**config.mk**
```make
export PLATFORM = sky130hd
export DESIGN_NAME = mem_access_unit
export DESIGN_NICKNAME = d
export VERILOG_FILES = /design/src/rtl/mem_access_unit.sv
export SDC_FILE = /design/constraint.sdc
export NUM_CORES = 1
export LEC_CHECK = 0
export CAP_MARGIN = 20
export CORE_MARGIN = 5
export CORE_UTILIZATION = 39
export DETAILED_ROUTE_END_ITERATION = 10
export PLACE_DENSITY = 0.75
export SLEW_MARGIN = 20
export SYNTH_ARGS = -nofsm -noshare
export SYNTH_HDL_FRONTEND = slang
export SYNTH_SLANG_ARGS = --single-unit
```
**constraint.sdc**
```tcl
create_clock -name clk -period 1.7 [get_ports clk]
set_input_delay 0.17 -clock clk [delete_from_list [all_inputs] [get_ports clk]]
set_output_delay 0.17 -clock clk [all_outputs]
set_load 0.02 [all_outputs]
```
**src/rtl/mem_access_unit.sv**
```systemverilog
// Load/store unit: turns byte/halfword/word accesses into word-aligned bus transactions
// with byte enables, stalling the core until the bus acknowledges, faults or times out.
module mem_access_unit #(
  parameter int unsigned TIMEOUT = 255,
  parameter int unsigned TO_W    = 8
) (
  input  logic        clk,
  input  logic        rst,
  input  logic        mem_rd,
  input  logic        mem_wr,
  input  logic [2:0]  func3,
  input  logic [31:0] addr,
  input  logic [31:0] wdata,
  output logic [31:0] rdata,
  output logic        stall,
  output logic        done,
  output logic        fault,
  output logic        bus_req,
  output logic        bus_we,
  output logic [31:0] bus_addr,
  output logic [3:0]  bus_be,
  output logic [31:0] bus_wdata,
  input  logic        bus_ack,
  input  logic [31:0] bus_rdata
);

  typedef enum logic [1:0] {StIdle, StReq, StDone} state_e;

  localparam logic [TO_W-1:0] ToLast = TO_W'(TIMEOUT - 1);

  state_e            state_q, state_d;
  logic              bus_req_q, bus_req_d;
  logic              bus_we_q, bus_we_d;
  logic [31:0]       bus_addr_q, bus_addr_d;
  logic [3:0]        bus_be_q, bus_be_d;
  logic [31:0]       bus_wdata_q, bus_wdata_d;
  logic [31:0]       rdata_q, rdata_d;
  logic              done_q, done_d;
  logic              fault_q, fault_d;
  logic [TO_W-1:0]   cnt_q, cnt_d;
  logic [2:0]        func3_q, func3_d;
  logic [1:0]        lane_q, lane_d;

  logic        access;
  logic        legal;
  logic [3:0]  be_calc;
  logic [31:0] wdata_calc;
  logic [31:0] lane_word;
  logic [31:0] load_val;

  assign access = mem_rd | mem_wr;
  assign stall  = access & (state_q != StDone);

  // Request decode: byte enables, lane-replicated store data and legality.
  always_comb begin
    be_calc    = 4'b0000;
    wdata_calc = 32'h0;
    legal      = 1'b1;
    case (func3)
      3'b000, 3'b100: begin
        be_calc    = 4'b0001 << addr[1:0];
        wdata_calc = {4{wdata[7:0]}};
      end
      3'b001, 3'b101: begin
        be_calc    = 4'b0011 << {addr[1], 1'b0};
        wdata_calc = {2{wdata[15:0]}};
        if (addr[0]) legal = 1'b0;
      end
      3'b010: begin
        be_calc    = 4'b1111;
        wdata_calc = wdata;
        if (addr[1:0] != 2'b00) legal = 1'b0;
      end
      default: legal = 1'b0;
    endcase
    if (mem_rd && mem_wr) legal = 1'b0;
  end

  // Load extraction; halfwords are aligned so the byte-lane shift also picks the half.
  assign lane_word = bus_rdata >> {lane_q, 3'b000};

  always_comb begin
    load_val = 32'h0;
    case (func3_q)
      3'b000:  load_val = {{24{lane_word[7]}}, lane_word[7:0]};
      3'b100:  load_val = {24'h0, lane_word[7:0]};
      3'b001:  load_val = {{16{lane_word[15]}}, lane_word[15:0]};
      3'b101:  load_val = {16'h0, lane_word[15:0]};
      3'b010:  load_val = bus_rdata;
      default: load_val = 32'h0;
    endcase
  end

  always_comb begin
    state_d     = state_q;
    bus_req_d   = bus_req_q;
    bus_we_d    = bus_we_q;
    bus_addr_d  = bus_addr_q;
    bus_be_d    = bus_be_q;
    bus_wdata_d = bus_wdata_q;
    rdata_d     = rdata_q;
    done_d      = 1'b0;
    fault_d     = fault_q;
    cnt_d       = cnt_q;
    func3_d     = func3_q;
    lane_d      = lane_q;
    case (state_q)
      StIdle: begin
        cnt_d = '0;
        if (access) begin
          if (legal) begin
            bus_req_d   = 1'b1;
            bus_we_d    = mem_wr;
            bus_addr_d  = {addr[31:2], 2'b00};
            bus_be_d    = be_calc;
            bus_wdata_d = wdata_calc;
            func3_d     = func3;
            lane_d      = addr[1:0];
            state_d     = StReq;
          end else begin
            fault_d = 1'b1;
            rdata_d = 32'h0;
            done_d  = 1'b1;
            state_d = StDone;
          end
        end
      end
      StReq: begin
        if (bus_ack) begin
          bus_req_d = 1'b0;
          rdata_d   = bus_we_q ? 32'h0 : load_val;
          fault_d   = 1'b0;
          done_d    = 1'b1;
          state_d   = StDone;
        end else begin
          cnt_d = cnt_q + 1'b1;
          if (cnt_q == ToLast) begin
            bus_req_d = 1'b0;
            rdata_d   = 32'h0;
            fault_d   = 1'b1;
            done_d    = 1'b1;
            state_d   = StDone;
          end
        end
      end
      StDone: begin
        cnt_d   = '0;
        state_d = StIdle;
      end
      default: state_d = StIdle;
    endcase
  end

  always_ff @(posedge clk) begin
    if (rst) begin
      state_q     <= StIdle;
      bus_req_q   <= 1'b0;
      bus_we_q    <= 1'b0;
      bus_addr_q  <= 32'h0;
      bus_be_q    <= 4'h0;
      bus_wdata_q <= 32'h0;
      rdata_q     <= 32'h0;
      done_q      <= 1'b0;
      fault_q     <= 1'b0;
      cnt_q       <= '0;
      func3_q     <= 3'b000;
      lane_q      <= 2'b00;
    end else begin
      state_q     <= state_d;
      bus_req_q   <= bus_req_d;
      bus_we_q    <= bus_we_d;
      bus_addr_q  <= bus_addr_d;
      bus_be_q    <= bus_be_d;
      bus_wdata_q <= bus_wdata_d;
      rdata_q     <= rdata_d;
      done_q      <= done_d;
      fault_q     <= fault_d;
      cnt_q       <= cnt_d;
      func3_q     <= func3_d;
      lane_q      <= lane_d;
    end
  end

  assign bus_req   = bus_req_q;
  assign bus_we    = bus_we_q;
  assign bus_addr  = bus_addr_q;
  assign bus_be    = bus_be_q;
  assign bus_wdata = bus_wdata_q;
  assign rdata     = rdata_q;
  assign done      = done_q;
  assign fault     = fault_q;

endmodule

```
======== Yosys cells after proc, flatten, opt, wreduce, memory -nomap -nowiden ========
Cells that the tools add are included.
operators by class
  $mul .................................... 0
  reduce and logical (&&, ||, !) cells .... 15
  div/mod/pow operators ................... 0
  shift-type cells ........................ 3
  eq/ne operators ......................... 17
  order comparisons ....................... 0
  bitwise gates (word level) .............. 2
  muxes and demuxes ....................... 35
  add/subtract/negate cells ............... 1
operator list
  cell                                                                   number
  32-bit two-way mux                                                     5
  32-bit case mux with 5 select lines                                    1
  32-bit case mux with 3 select lines                                    1
  32-bit case mux with 2 select lines                                    1
  32-bit by 5-bit right shift with 16-bit output                         1
  8-bit case mux with 2 select lines                                     1
  1-bit two-way mux                                                      15
  3-bit equality test, second input constant                             4
  4-bit case mux with 3 select lines                                     1
  2-bit != test, second input constant                                   5
  8-bit by 1-bit adder with 8-bit output, second input constant          1
  8-bit equality test, second input constant                             1
  2-bit two-way mux                                                      4
  8-bit two-way mux                                                      1
  4-bit AND reduction                                                    2
  3-bit by 1-bit equality test with 1-bit output, second input constant  2
  3-bit by 2-bit equality test with 1-bit output, second input constant  2
  3-bit logical NOT                                                      2
  1-bit case mux with 2 select lines                                     3
  2-bit nonzero test                                                     3
  2-bit OR reduction                                                     3
  2-bit case mux with 2 select lines                                     1
  2-bit AND reduction                                                    2
  1-bit by 2-bit left shift with 4-bit output, first input constant      1
  other kinds (10)                                                       10
word-level totals
  memory bits (writable) .................. 0
  latch bits .............................. 0
  memories kept ........................... 0
  logic and storage cells ................. 85
  memory bits (read-only) ................. 0
  register bits after elaboration ......... 117

======== Depth between registers and ports, before layout ========
  depth after elaboration ................. 7
  mapped depth ............................ 7
  depth with buffers taken out ............ 6

======== Least setup slack after synthesis ========
No wires, ideal clock.
  kind .................................... register to register
  start point ............................. register state_q[0]
  end point ............................... register rdata_q[22] (netlist: rdata[22])
  setup slack ............................. -0.062 ns
  buffers on the path ..................... 1
  data required time ...................... 1.641 ns
  data arrival time ....................... 1.703 ns
  setup time .............................. 0.059 ns
  cell stages (with the launch flop) ...... 6
  cells stage by stage .................... dfxtp_1 nand2b_4 or4b_4 a2111oi_4 buf_6 a221o_1
between the ends
  cells in the longest elaborated chain, start to end .. 3
  elaborated cells between the ends (all ways) .. 8
  classes of those cells .................. eq/ne (4); mux (1); reduce/logical (3)
ends and longest elaborated chain
  element                                                                                     RTL line  source
  start: declaration                                                                          31        state_e state_q, state_d;
  start signal: assignment                                                                    156       state_q <= StIdle;
  start signal: assignment                                                                    169       state_q <= state_d;
  2-bit by 1-bit equality test with 1-bit output / 2-bit logical NOT (equally long branches)  107       case (state_q)
  3-bit != test (no line) (tied with other cells)                                             n/a
  4-bit AND reduction (no line)                                                               n/a
  end signal: assignment                                                                      175       rdata_q <= rdata_d;
  end: declaration                                                                            37        logic [31:0] rdata_q, rdata_d;
Several ways; a longest one is shown, not always the timed one.
A chain may end at the register's enable or synchronous reset.

======== Final worst setup path ========
  start point ............................. register lane_q[1]
  end point ............................... register rdata_q[20] (netlist: rdata[20])
between the ends
  cells in the longest elaborated chain, start to end .. 5
ends and longest elaborated chain
  element                                         RTL line  source
  start: declaration                              42        logic [1:0] lane_q, lane_d;
  start signal: assignment                        180       lane_q <= lane_d;
  32-bit by 5-bit right shift with 16-bit output  80        assign lane_word = bus_rdata >> {lane_q, 3'b000};
  32-bit case mux with 5 select lines             84        case (func3_q)
  32-bit two-way mux                              131       rdata_d = bus_we_q ? 32'h0 : load_val;
  32-bit two-way mux                              129       if (bus_ack) begin
  32-bit case mux with 2 select lines             107
No other way between the ends.

==> impl_metrics.tcl <==
set metrics [dict create \
    status "finished with violations" \
    failing_checks "negative setup slack" \
    final.fill_count 1051 \
    fin_worst_hold_slack_ns 0.162 \
    path_cells "mux4_2 -> buf_6 -> nor2_4 -> a2111oi_4 -> buf_12 -> a221o_1" \
    compound_cell_area_share_of_the_yosys_netlist_pct 27.6 \
    critical_path.endpoint "rdata[20]" \
    route.vias.total 5476 \
    global_route_overflow 0 \
    hold_viol_final 0 \
    place.detailed.hpwl_mm 13.0 \
    clock_tree.root_cell "clkbuf_16" \
    first_iter_violations 541 \
    r2r_cells 6 \
    post_synth_num_cell_types 57 \
    crit_start "lane_q[1]" \
    cp_num_cells 6 \
    setup.worst_path.start_class "flip-flop" \
    cp_slowest_cell "mux4_2" \
    dieWidth_um 125 \
    grt_pass1_vias 5530 \
    finalWorstPathRequiredPeriod_ns 1.73 \
    post-route-drc-count 0 \
    antenna_violating_nets_post_route 0 \
    clock_buffers_created_by_tritoncts 17 \
    muxShareOfSynthArea_pct 3.00 \
    layout_worst_path_cycle_share_pct 102 \
    num-nets-final 932 \
    finish_stage_setup_viols 16 \
    timing.max_cap.violations 0 \
    drive_gt1_share_pct 14.1 \
    clockBufferDepth 2 \
    grt_use_total_pct 21.7 \
    gr_met1_demand_resource_pct 25.0 \
    number_of_enable_flip_flop_cells_after_synthesis 0 \
    switching_share_pct 25.3 \
    wire_length_of_the_first_global_routing_pass_mm 27.8 \
    cts.sink_count 117 \
    mappedNetlistArea_um2 5170 \
    power.switching_mw 2.18 \
    post-place-cells 980 \
    synth.avg_cell_area_um2 8.74 \
    post_synth_main_area_contributors "dfxtp_1, a21oi_1, nand2_1, a211oi_1, nor2_1" \
    r2r_setup_slack_ns -0.03 \
    mostFrequentLayoutCells "clkdlybuf4s50_1, dfxtp_1, nand2_1, a21oi_1, buf_4" \
    gr-usage-met2_pct 36.1 \
    critical_setup_path_class "flip-flop to flip-flop" \
    antenna_cells 0 \
    dominant_combinational_cell_family_by_area_after_synthesis "compound AO/OA/AOI/OAI gates" \
    reg_to_reg_critical_path_startpoint "lane_q[1]" \
    clock_tree_from_tritoncts "built" \
    initial_antenna_violation_count 0 \
    yosys.area_share.xor_xnor_pct 0.848 \
    unrepaired_setup_endpoints_after_global_routing "yes" \
    dr.pass1.iters 6 \
    path_max_fanout 16 \
    initial_core_util_pct 39.3 \
    clock_insertion_delay_worst_skew_ns 0.41 \
    min_path_type "input port to flip-flop" \
    areal_power_density_over_the_cells_nw_per_um2 1010 \
    global_route.usage.met3_pct 9.30 \
    finish.utilization_pct 64.9 \
    crit_path_max_incr_delay_ns 0.52 \
    htree_num_levels 4 \
    critical_path.reg2reg.endpoint "rdata[20]" \
    synth_cells 591 \
    synth_fa_ha_area_share_pct 0.484 \
    async_reset_ff_share_pct 0 \
    synth_seq_area_share_pct 45.3 \
    critical_path.top_delay_family "multiplexers" \
    seq_power_share_pct 34.6 \
    post_drt_wl_per_cell_um 17.1 \
    post_layout_nonfiller_instances 1015 \
    layout_commonest_cell "clkdlybuf4s50_1" \
    post_placement_setup_slack_ns -0.475 \
    design_power_mw 8.63 \
    ys_warn_count 0 \
    max-slew-margin-rel_pct 44.3 \
    aggregate_negative_setup_slack_ns -0.227 \
    synth.ff_latch_count 117 \
    path_clk_slew_ns 0.05 \
    placement.cell_area_um2 7740 \
    fmax_mhz 579 \
    critical_path.n_buffers_inverters 2 \
    place_congestion 0.884 \
    comb_power_share_pct 19.0 \
    worst_ir_drop_vdd_v 0.000624 \
    cp_data_required_time_ns 2.00 \
    synth_ff_type "dfxtp_1" \
    die_height_um 125 \
    setup_slack_ns -0.0258 \
    internal_power_of_the_cells_mw 6.45 \
    clockPowerShare_pct 46.4 \
    clock-skew-final_ns 0.00492 \
    cts.hold.buffers_added 0 \
    p_leak_nw 3.11 \
    maximum_number_of_pins_on_one_net_before_global_route_repair 82 \
    fin_area_um2 8520 \
    worst_ep_arrival_time_ns 2.02 \
    yosys.area.top_type_share_pct 45.3 \
    actual_slew_at_the_worst_max_slew_pin_ns 0.835 \
    totalWireLength_mm 17.3 \
    synth_top_cell_by_area "dfxtp_1" \
    area_growth_pct 64.9 \
    port_buffer_cells 206 \
    floorplan.die_area_um2 15600 \
    critical_path.endpoint_type "flip-flop" \
    synth-simple-area-share_pct 17.7 \
    detail_route.vias_per_cell 5.40 \
    globalRoute.busiestLayer "met2" \
    slew_violations 0 \
    io-pin-count 209 \
    placeableCoreArea_um2 13100 \
    num_rows 42 \
]
==> synthesized netlist by cell type (2+ instances only) <==
cell,number
dfxtp_1,117
ha_1,2
and2_1,2
a2bb2oi_1,17
clkbuf_1,31
nand2_1,86
a22oi_1,7
inv_1,6
a221o_1,16
o21ai_1,3
o211ai_1,3
buf_4,2
nor3_1,13
or3b_1,2
buf_6,2
nor3b_1,4
mux2_1,10
a221oi_1,7
xnor2_1,3
buf_2,13
nor2_1,47
nor2b_1,19
a22o_1,14
o2bb2ai_1,15
mux2i_1,2
nand3_1,12
a211oi_1,30
a21oi_1,67
xor2_1,2
or2_2,2
o21ai_0,9
==> worst min path at each step <==
stage	startpoint	endpoint	slack [ns]	depth (start not counted)
after CTS	rst	cnt_q[2]	0.14	4
after floorplan	bus_ack	fault	0.28	1
after global placement	bus_wdata[0]	bus_wdata[0]	0.44	2
after global routing	rst	cnt_q[0]	0.17	4
final	rst	cnt_q[2]	0.16	4
after detailed placement	rdata[7]	rdata[7]	0.45	1
==> cell type report <==
class,count,area (um2),share of cell area (%)
clock buffer,21,470,5.52
inverter,7,26.3,0.308
clock inverter,11,196,2.31
tap,176,220,2.58
multi-input combinational,418,2650,31.0
sequential,117,2350,27.6
timing repair buffer,265,2610,30.6
==> registers in the layout, summed over array words and instances, names as in the netlist <==
| name | flops |
|---|---|
| bus_wdata | 32 |
| rdata | 32 |
| bus_addr | 30 |
| cnt_q | 8 |
| bus_be | 4 |
| func3_q | 3 |
| lane_q | 2 |
| state_q | 2 |
| bus_req | 1 |
| bus_we | 1 |
| done | 1 |
| fault | 1 |
==> power by group through the flow <==
| stage | clock, mW | sequential (mW) | combinational, mW |
|---|---|---|---|
| detailed placement | 0 | 3.04 | 1.60 |
| CTS | 4.06 | 2.98 | 1.62 |
| global placement | 0 | 3.03 | 1.57 |
| floorplan | 0 | 3.18 | 0.608 |
| global route | 4.18 | 3.00 | 1.76 |
| finish | 4.00 | 2.98 | 1.64 |
==> routing by layer <==
| metal | share of wire [%] | wire length (um) |
|---|---|---|
| met1 | 40 | 6970 |
| met4 | 2.2 | 374 |
| met3 | 9.6 | 1670 |
| met2 | 48 | 8340 |
| met5 | 0 | 0 |
==> worst min-delay path, stage by stage <==
cell and delay (ns):
buf_2 0.09, nand2b_4 0.11, buf_4 0.11, nor2_1 0.04
==> repair_timing <==
item,4_1_cts,5_1_grt
endpoints found under the setup margin,32,36
pin swaps,1,2
setup buffers,1,2
gates resized for setup,8,16
==> logic make-up after synthesis <==
family                   count (synthesis)
AO/OA/AOI/OAI                          198
AND/OR/NAND/NOR                        198
flip-flops                             117
buffers and inverters                   57
multiplexers                            13
XOR/XNOR                                 5
adder cells (fa/ha/maj)                  2
other                                    1
No activity file was read; power rests on OpenSTA's default activity.
